## config.mk

```make
export PLATFORM = sky130hd
export DESIGN_NAME = branch_predict_unit
export DESIGN_NICKNAME = d
export VERILOG_FILES = /design/src/rtl/br_pkg.sv /design/src/rtl/branch_cond_eval.sv /design/src/rtl/branch_predict_unit.sv
export SDC_FILE = /design/constraint.sdc
export NUM_CORES = 1
export LEC_CHECK = 0
export ABC_CLOCK_PERIOD_IN_PS = 8200
export CORE_AREA = 3 3 169 171
export DETAILED_ROUTE_END_ITERATION = 12
export DIE_AREA = 0 0 172 174
export PLACE_DENSITY_LB_ADDON = 0.05
export SYNTH_ARGS = -nofsm -noshare
export SYNTH_HDL_FRONTEND = slang
export SYNTH_HIERARCHICAL = 1
export SYNTH_SLANG_ARGS = --single-unit
```

## constraint.sdc

```tcl
create_clock -name clk -period 8.2 [get_ports clk]
set_input_delay 1.23 -clock clk [delete_from_list [all_inputs] [get_ports clk]]
set_output_delay 1.23 -clock clk [all_outputs]
set_load 0.02 [all_outputs]
```

## src/rtl/br_pkg.sv

```systemverilog
// Shared definitions for the branch predict unit: condition codes,
// clear FSM states and the saturating counter step.
package br_pkg;

  localparam logic [2:0] BEQ  = 3'b000;
  localparam logic [2:0] BNE  = 3'b001;
  localparam logic [2:0] BLT  = 3'b100;
  localparam logic [2:0] BGE  = 3'b101;
  localparam logic [2:0] BLTU = 3'b110;
  localparam logic [2:0] BGEU = 3'b111;

  typedef enum logic {
    IDLE  = 1'b0,
    CLEAR = 1'b1
  } clr_state_e;

  // One step of a saturating counter held in 32 bits; callers narrow the result.
  function automatic int unsigned sat_step(input int unsigned ctr,
                                           input logic        up,
                                           input int unsigned max_val);
    if (up) begin
      return (ctr >= max_val) ? max_val : ctr + 32'd1;
    end
    return (ctr == 32'd0) ? 32'd0 : ctr - 32'd1;
  endfunction

endpackage

```

## src/rtl/branch_cond_eval.sv

```systemverilog
// Combinational branch condition decode from ALU flags and func3.
// Reserved codes (010/011) resolve not-taken and report legal = 0.
module branch_cond_eval
  import br_pkg::*;
(
  input  logic [2:0] func3,
  input  logic       cf,
  input  logic       zf,
  input  logic       vf,
  input  logic       sf,
  output logic       taken,
  output logic       legal
);

  // Decode every func3 value so no latch can form.
  always_comb begin
    taken = 1'b0;
    legal = 1'b1;
    case (func3)
      BEQ:     taken = zf;
      BNE:     taken = ~zf;
      BLT:     taken = sf ^ vf;
      BGE:     taken = ~(sf ^ vf);
      BLTU:    taken = ~cf;
      BGEU:    taken = cf;
      default: legal = 1'b0;
    endcase
  end

endmodule

```

## src/rtl/branch_predict_unit.sv

```systemverilog
// Bimodal branch predictor: resolves EX branches, trains a PC-indexed
// table of saturating counters, predicts for IF and counts branches and
// mispredicts. The table can be reset to INIT_CTR in the background.
//
//   state | meaning
//   IDLE  | normal operation, predictions and table training enabled
//   CLEAR | one entry per cycle written to INIT_CTR, predictions forced 0
module branch_predict_unit
  import br_pkg::*;
#(
  parameter int INDEX_BITS = 6,
  parameter int PC_WIDTH   = 32,
  parameter int CTR_BITS   = 2,
  parameter int INIT_CTR   = 1,
  parameter int PERF_WIDTH = 32
) (
  input  logic                  clk,
  input  logic                  rst_n,
  input  logic [PC_WIDTH-1:0]   if_pc,
  output logic                  if_pred_taken,
  input  logic                  ex_valid,
  input  logic                  ex_branch,
  input  logic [PC_WIDTH-1:0]   ex_pc,
  input  logic [2:0]            ex_func3,
  input  logic                  ex_cf,
  input  logic                  ex_zf,
  input  logic                  ex_vf,
  input  logic                  ex_sf,
  input  logic                  ex_pred_taken,
  output logic                  ex_taken,
  output logic                  ex_mispredict,
  output logic                  ex_illegal,
  input  logic                  clr_req,
  output logic                  clr_busy,
  output logic [PERF_WIDTH-1:0] perf_branches,
  output logic [PERF_WIDTH-1:0] perf_mispredicts
);

  localparam int                  ENTRIES  = 1 << INDEX_BITS;
  localparam logic [CTR_BITS-1:0] CTR_INIT = CTR_BITS'(INIT_CTR);
  localparam int unsigned         CTR_MAX  = 32'((1 << CTR_BITS) - 1);

  logic [INDEX_BITS-1:0] if_idx;
  logic [INDEX_BITS-1:0] ex_idx;
  logic                  cond_taken;
  logic                  cond_legal;
  logic                  br;
  logic                  resolve;
  logic [CTR_BITS-1:0]   ctr_next;

  clr_state_e            state_q, state_d;
  logic [INDEX_BITS-1:0] clr_ptr_q, clr_ptr_d;
  logic [CTR_BITS-1:0]   bht_q [ENTRIES];
  logic [CTR_BITS-1:0]   bht_d [ENTRIES];
  logic [PERF_WIDTH-1:0] perf_br_q, perf_br_d;
  logic [PERF_WIDTH-1:0] perf_mis_q, perf_mis_d;

  // PC bits outside the index field are deliberately ignored (aliasing allowed).
  logic unused_pc_bits;
  assign unused_pc_bits = ^{if_pc[PC_WIDTH-1:INDEX_BITS+2], if_pc[1:0],
                            ex_pc[PC_WIDTH-1:INDEX_BITS+2], ex_pc[1:0]};

  assign if_idx = if_pc[INDEX_BITS+1:2];
  assign ex_idx = ex_pc[INDEX_BITS+1:2];

  branch_cond_eval u_cond (
    .func3 (ex_func3),
    .cf    (ex_cf),
    .zf    (ex_zf),
    .vf    (ex_vf),
    .sf    (ex_sf),
    .taken (cond_taken),
    .legal (cond_legal)
  );

  assign br            = ex_valid & ex_branch;
  assign resolve       = br & cond_legal;
  assign ex_taken      = br & cond_taken;
  assign ex_illegal    = br & ~cond_legal;
  assign ex_mispredict = resolve & (ex_taken != ex_pred_taken);

  assign if_pred_taken    = (state_q == IDLE) & bht_q[if_idx][CTR_BITS-1];
  assign clr_busy         = (state_q == CLEAR);
  assign perf_branches    = perf_br_q;
  assign perf_mispredicts = perf_mis_q;

  assign ctr_next = CTR_BITS'(sat_step(32'(bht_q[ex_idx]), ex_taken, CTR_MAX));

  // Clear FSM: walk the pointer from 0 to all-ones, then return to IDLE.
  always_comb begin
    state_d   = state_q;
    clr_ptr_d = clr_ptr_q;
    case (state_q)
      IDLE: begin
        if (clr_req) begin
          state_d   = CLEAR;
          clr_ptr_d = '0;
        end
      end
      CLEAR: begin
        clr_ptr_d = clr_ptr_q + 1'b1;
        if (clr_ptr_q == '1) state_d = IDLE;
      end
      default: state_d = IDLE;
    endcase
  end

  // Table next state: train in IDLE, overwrite the pointed entry in CLEAR.
  always_comb begin
    bht_d = bht_q;
    if (state_q == CLEAR) begin
      bht_d[clr_ptr_q] = CTR_INIT;
    end else if (resolve) begin
      bht_d[ex_idx] = ctr_next;
    end
  end

  // Perf counters keep counting during a clear; they wrap naturally.
  always_comb begin
    perf_br_d  = perf_br_q;
    perf_mis_d = perf_mis_q;
    if (resolve) begin
      perf_br_d = perf_br_q + PERF_WIDTH'(1);
      if (ex_mispredict) perf_mis_d = perf_mis_q + PERF_WIDTH'(1);
    end
  end

  // State, table and counter registers.
  always_ff @(posedge clk or negedge rst_n) begin
    if (!rst_n) begin
      state_q    <= IDLE;
      clr_ptr_q  <= '0;
      perf_br_q  <= '0;
      perf_mis_q <= '0;
      for (int i = 0; i < ENTRIES; i++) bht_q[i] <= CTR_INIT;
    end else begin
      state_q    <= state_d;
      clr_ptr_q  <= clr_ptr_d;
      perf_br_q  <= perf_br_d;
      perf_mis_q <= perf_mis_d;
      bht_q      <= bht_d;
    end
  end

endmodule

```

# After elaboration in Yosys (flattened, before gate mapping)
# Cells that the tools add are included.
[op_classes]
n_div = 0
mul = 0
bitwise_logic = 18
n_mux = 25
add_sub_neg = 5
order_cmp = 6
n_reduce_logical = 7
shift = 0
eq_ne = 8
[ops]
columns = ["op", "count"]
rows = [
  ["$mux 128", 2],
  ["$bwmux 128", 1],
  ["$add 32x1->32 const B", 2],
  ["$and 64x64->64", 1],
  ["$not 64->64", 1],
  ["$or 64x64->64", 1],
  ["$bmux 2 s6", 2],
  ["$demux 2 s6", 2],
  ["$ge 7x7->1 const B", 3],
  ["$not 6->7", 3],
  ["$mux 2", 10],
  ["$lt 7x1->1 const B", 2],
  ["$eq 3x3->1 const B", 4],
  ["$pmux 6 s2", 1],
  ["$add 6x1->6 const B", 1],
  ["$and 1x1->1", 6],
  ["$eq 6x6->1 const B", 1],
  ["$mux 6", 1],
  ["$pmux 1 s6", 1],
  ["$reduce_or 6->1", 1],
  ["$not 1->1", 5],
  ["$mux 1", 4],
  ["$eq 3x1->1 const B", 1],
  ["$logic_not 3->1", 1],
  ["other kinds (11)", 12],
]
[word_totals]
out_inout_bits = 69
ramBits = 0
word_cells = 137
register_bits = 199
romBits = 0
memories = 0
latch_bits = 0

# Longest topological paths before layout
[logic_depth]
ltp_word = 11
depth_mapped = 12

# By module
# The synthesis kept the hierarchy.
[modules_own_cells]
columns = ["mod", "cells_each", "n_inst", "area_per_inst_um2"]
rows = [
  ["branch_predict_unit", 1064, 1, 10735.3],
  ["branch_cond_eval", 9, 1, 66.3],
]

# Worst setup path before layout
# OpenSTA, ideal clock, no wires.
[synth_path]
kind = "input to output"
from = "in if_pc[2]"
to = "out if_pred_taken"
arrival_ps = 3410
path_slack_ps = 3560
t_required_ps = 6970
path_stages = 6
path_cell_list = "buf_2 > buf_2 > mux4_2 > mux4_2 > mux4_2 > and2_1"
[synth_via]
elab_chain_len = 5
[synth_rtl]
columns = ["item", "line_no", "source"]
rows = [
  ["start, declared", "branch_predict_unit.sv:19", "input logic [PC_WIDTH-1:0] if_pc,"],
  ["$not 6->7 (implied by the code)", "branch_predict_unit.sv:82", "assign if_pred_taken = (state_q == IDLE) & bht_q[if_idx][CTR_BITS-1];"],
  ["$bmux 2 s6", "branch_predict_unit.sv:82", ""],
  ["$mux 2 (implied by the code) (2 in series)", "branch_predict_unit.sv:82", ""],
  ["$and 1x1->1", "branch_predict_unit.sv:82", ""],
  ["end, declared", "branch_predict_unit.sv:20", "output logic if_pred_taken,"],
]
# No other way between the ends. The select of a mux whose other input is x is not followed.

# Worst setup path in the final report
[layout_path]
from = "in if_pc[3]"
to = "out if_pred_taken"
# Same word-level chain as after synthesis.

==> impl.org <==
** Status
- Status :: finished, final reports clean

** Timing
- At the pin with the least slew margin, the transition time is 1.145 ns.
- Setup violations remaining at the end of the flow were counted as 0.
- Subtracting the final worst setup slack from the clock period gives 5.884 ns.
- The final max-slew violation count is 0.
- Timing would allow up to 170.0 MHz.
- Hold violation total from the final report :: 0
- Dividing the final minimum period by the clock period gives 0.7175.
- The tightest hold path in the finished design has a slack of 0.4782 ns.
- In this run the tightest slew margin relative to its limit is 0.2307.
- Across the routed clock network, the largest skew measured is 0.01975 ns.
- Setup repair after global routing left no endpoint under its margin.
- Adding up every negative setup slack in the final design gives 0 ns.

** Synth
- Distinct cell type count after synthesis :: 58
- sky130_fd_sc_hd__dfrtp_1 takes more of the synthesized area than any other cell.
- In the synthesized netlist the dominant register cell turns out to be sky130_fd_sc_hd__dfrtp_1.
- Mapped Nets :: 1153
- Of the post-synthesis cell area, the dominant cell type holds 0.3128.
- Number of warnings reported in the yosys synthesis log :: 6
- The share of the Yosys chip area taken by registers is 0.4684.
- Mapped Cells :: 1073
- A synthesized cell averages 10.07 sq um.
- In this run the cell area of the synthesized design comes to 10800 sq um.
- By count the netlist is led by sky130_fd_sc_hd__nor2_1 (166), sky130_fd_sc_hd__dfrtp_1 (135), sky130_fd_sc_hd__a21oi_1 (115).
- The most common cell in the synthesized netlist is sky130_fd_sc_hd__nor2_1.
- The synthesized design contains 0 enable-type register cells.
- By area the synthesized netlist is led by sky130_fd_sc_hd__dfrtp_1 (31%), sky130_fd_sc_hd__dfstp_2 (16%), sky130_fd_sc_hd__mux4_2 (7.3%).
- Number of flip-flops and latches in the synthesized netlist :: 199
- Fraction of registers with async set or reset after synthesis :: 1.000

** Min path
- Number of cells traversed by the worst hold path :: 1
- In this run the worst hold path is classified as flop to flop.

** CTS
- Deepest clock path buffer count :: 2
- Once the clock tree was built, the resizer swapped 0 gates to a different size.
- In this run the clock root is driven by a sky130_fd_sc_hd__clkbuf_16.
- TritonCTS built the clock tree.
- The clock net in this run drives a total of 199 sinks.
- Hold-fix buffers at CTS :: 0
- The clock reaches the later pin of the worst-skew pair after 0.45 ns.
- Reg clk slew, reported paths :: 0.08 ns
- In this run, CTS created clock tree buffers numbering 17.
- Post-CTS Setup Bufs :: 0
- Number of H-tree levels :: 4

** Critical path
- The critical path is of the primary input to output port type.
- Slowest-stage cell, CP :: sky130_fd_sc_hd__clkdlybuf4s50_1
- CP peak stage delay :: 1.16 ns
- The worst setup path is captured at an output port.
- Cell with the most instances on the worst path :: sky130_fd_sc_hd__mux4_2
- For the worst setup path, the data arrival time is 4.65 ns.
- The worst setup path is launched from a primary input.
- Of all nets on the critical path, the largest fanout is 16.
- Critical-path cell list :: clkdlybuf4s50_1 > mux4_2 > mux4_2 > mux4_2 > and2_1 > clkdlybuf4s50_1
- Required time of the critical path :: 6.97 ns
- Worst r2r path cells :: 7

** Power
- Power density relative to cell area :: 246.1 nW/um^2
- VDD sags by at most 0.1357 mV.
- Leakage power of the design :: 4.676 nW

** Route
- In the routed layout, each cell is associated on average with a via count of 5.966.
- In the final routed layout, each cell accounts on average for 23.45 microns.
- Number of search-and-repair iterations in the first detailed-routing pass :: 5
- The count of nets left with antenna violations once routing finished came out at 0.
- Total routed wirelength :: 34800 microns
- In this run, the number of DRC markers left after iteration 0 of detailed routing was 918.
- For this run, design rule violations remaining after detail routing come to 0.
- The detailed router placed 8853 vias in this run.

** Placement
- Count of buffers from port buffering :: 93
- Placed cell count :: 1452
- At the end of routability-driven placement, the weighted congestion stood at 0.8863.
- Area after detailed placement :: 11810 sq um
- Detail Placement HPWL :: 22370 microns

** Finish
- Number of inserted diodes :: 0
- With fillers left out, the area of the finished cells amounts to 12430 sq um.
- At the end of the flow the core is filled with cells to 0.4598.
- Non-Filler Instances :: 1484
- Relative to the synthesized area, the layout overhead comes to 15.04%.
- Share of layout cells above drive strength 1 :: 0.1470
- Final #Nets :: 1210
- Filler instances :: 2578

** Die
- Die width :: 172 microns
- After floorplanning, the core was sized to cover 27030 sq um.
- Top Ports :: 146
- Area of the die :: 29930 sq um
- Standard-cell rows :: 60
- Height of the chip :: 174 microns
- Starting density of the core :: 0.3997

** Global routing
- Global-route usage over all layers :: 0.2360
- Initial antenna violation count :: 0
- The first global-routing pass estimated 53700 microns of wire.
- Number of global-route vias before repair :: 8739
- Maximum number of pins on one net before global-route repair :: 80
- Grt ovf :: 0

** Flow run
- Max-cap violations :: 0
critical path: cells and delay by family:
family	cells	cell delay, ns
buf+inv	2	1.71
mux	3	1.50
simple gates	1	0.20
where the power goes:
group | switching, W | internal, W | total [W]
combinational | 0.000475 | 0.000295 | 0.000770
sequential | 0.000171 | 0.00123 | 0.00140
clock | 0.000465 | 0.000423 | 0.000888
worst paths after layout:
kind,to,slack [ns],startpoint
max,if_pred_taken,2.32,if_pc[3]
max in group asynchronous,bht_q[107],6.09,rst_n
min reg2reg,perf_branches[31],0.48,perf_branches[31]
min in group asynchronous,bht_q[117],0.80,rst_n
max reg2reg,bht_q[83],5.22,bht_q[91]
min,perf_branches[31],0.48,perf_branches[31]
layer usage:
| layer | wire length, microns | GRT usage |
|---|---|---|
| met5 | 0 | 0 |
| met4 | 912 | 0.07884 |
| met3 | 2794 | 0.05458 |
| met2 | 15210 | 0.3361 |
| met1 | 15880 | 0.3532 |
layout make-up:
type                    instances  area, sq um  share of cell area
clock buffers                  18        429.2             0.03454
inverters                       9        33.78            0.002719
well taps                     341        426.7             0.03434
multi-input cells             801         5299              0.4264
flip-flops and latches        199         5060              0.4072
repair buffers                102        992.2             0.07985
clock inverters                14        185.2             0.01490
placed cells by master, fill, tap and decap left out, types with 9 or more instances in the layout:
cell type | Yosys | final
sky130_fd_sc_hd__o21ai_0 | 23 | 23
sky130_fd_sc_hd__buf_4 | 8 | 9
sky130_fd_sc_hd__mux2i_1 | 26 | 26
sky130_fd_sc_hd__nand2_1 | 60 | 60
sky130_fd_sc_hd__clkdlybuf4s50_1 | 0 | 90
sky130_fd_sc_hd__and4_1 | 9 | 9
sky130_fd_sc_hd__nor3_1 | 76 | 76
sky130_fd_sc_hd__clkbuf_16 | 0 | 17
sky130_fd_sc_hd__nand4_1 | 15 | 15
sky130_fd_sc_hd__mux4_2 | 35 | 35
sky130_fd_sc_hd__xnor2_1 | 56 | 56
sky130_fd_sc_hd__a311oi_1 | 31 | 31
sky130_fd_sc_hd__xor2_1 | 15 | 15
sky130_fd_sc_hd__o22ai_1 | 18 | 18
sky130_fd_sc_hd__a21oi_1 | 115 | 115
sky130_fd_sc_hd__and3_1 | 19 | 19
sky130_fd_sc_hd__dfstp_2 | 64 | 64
sky130_fd_sc_hd__nor2_1 | 166 | 166
sky130_fd_sc_hd__dfrtp_1 | 135 | 135
sky130_fd_sc_hd__nand3_1 | 32 | 32
sky130_fd_sc_hd__a221oi_1 | 9 | 9
flip-flops by register name (all words and copies together), names as in the netlist:
signal / flops
bht_q: 128
perf_branches: 32
perf_mispredicts: 32
clr_ptr_q: 6
clr_busy: 1
kinds of logic (layout without fill, tap and decap cells):
group           Yosys count  count (layout)  share of synthesized area
mux                      66              66                     0.1023
compound gates          230             230                     0.1336
buf+inv                  73             143                    0.04147
simple gates            429             429                     0.1911
xor+xnor                 71              71                    0.05757
flops                   199             199                     0.4684
fa+ha+maj                 5               5                   0.005560
per-stage QoR:
stage                     setup WS, ns  power [W]
after floorplan                  3.560   0.001894
after global placement           2.411   0.002171
after detailed placement         2.408   0.002177
after CTS                        2.392   0.003069
after global routing             2.322   0.003219
final                            2.316   0.003058
Note: power is estimated with default switching activity, not from simulation.
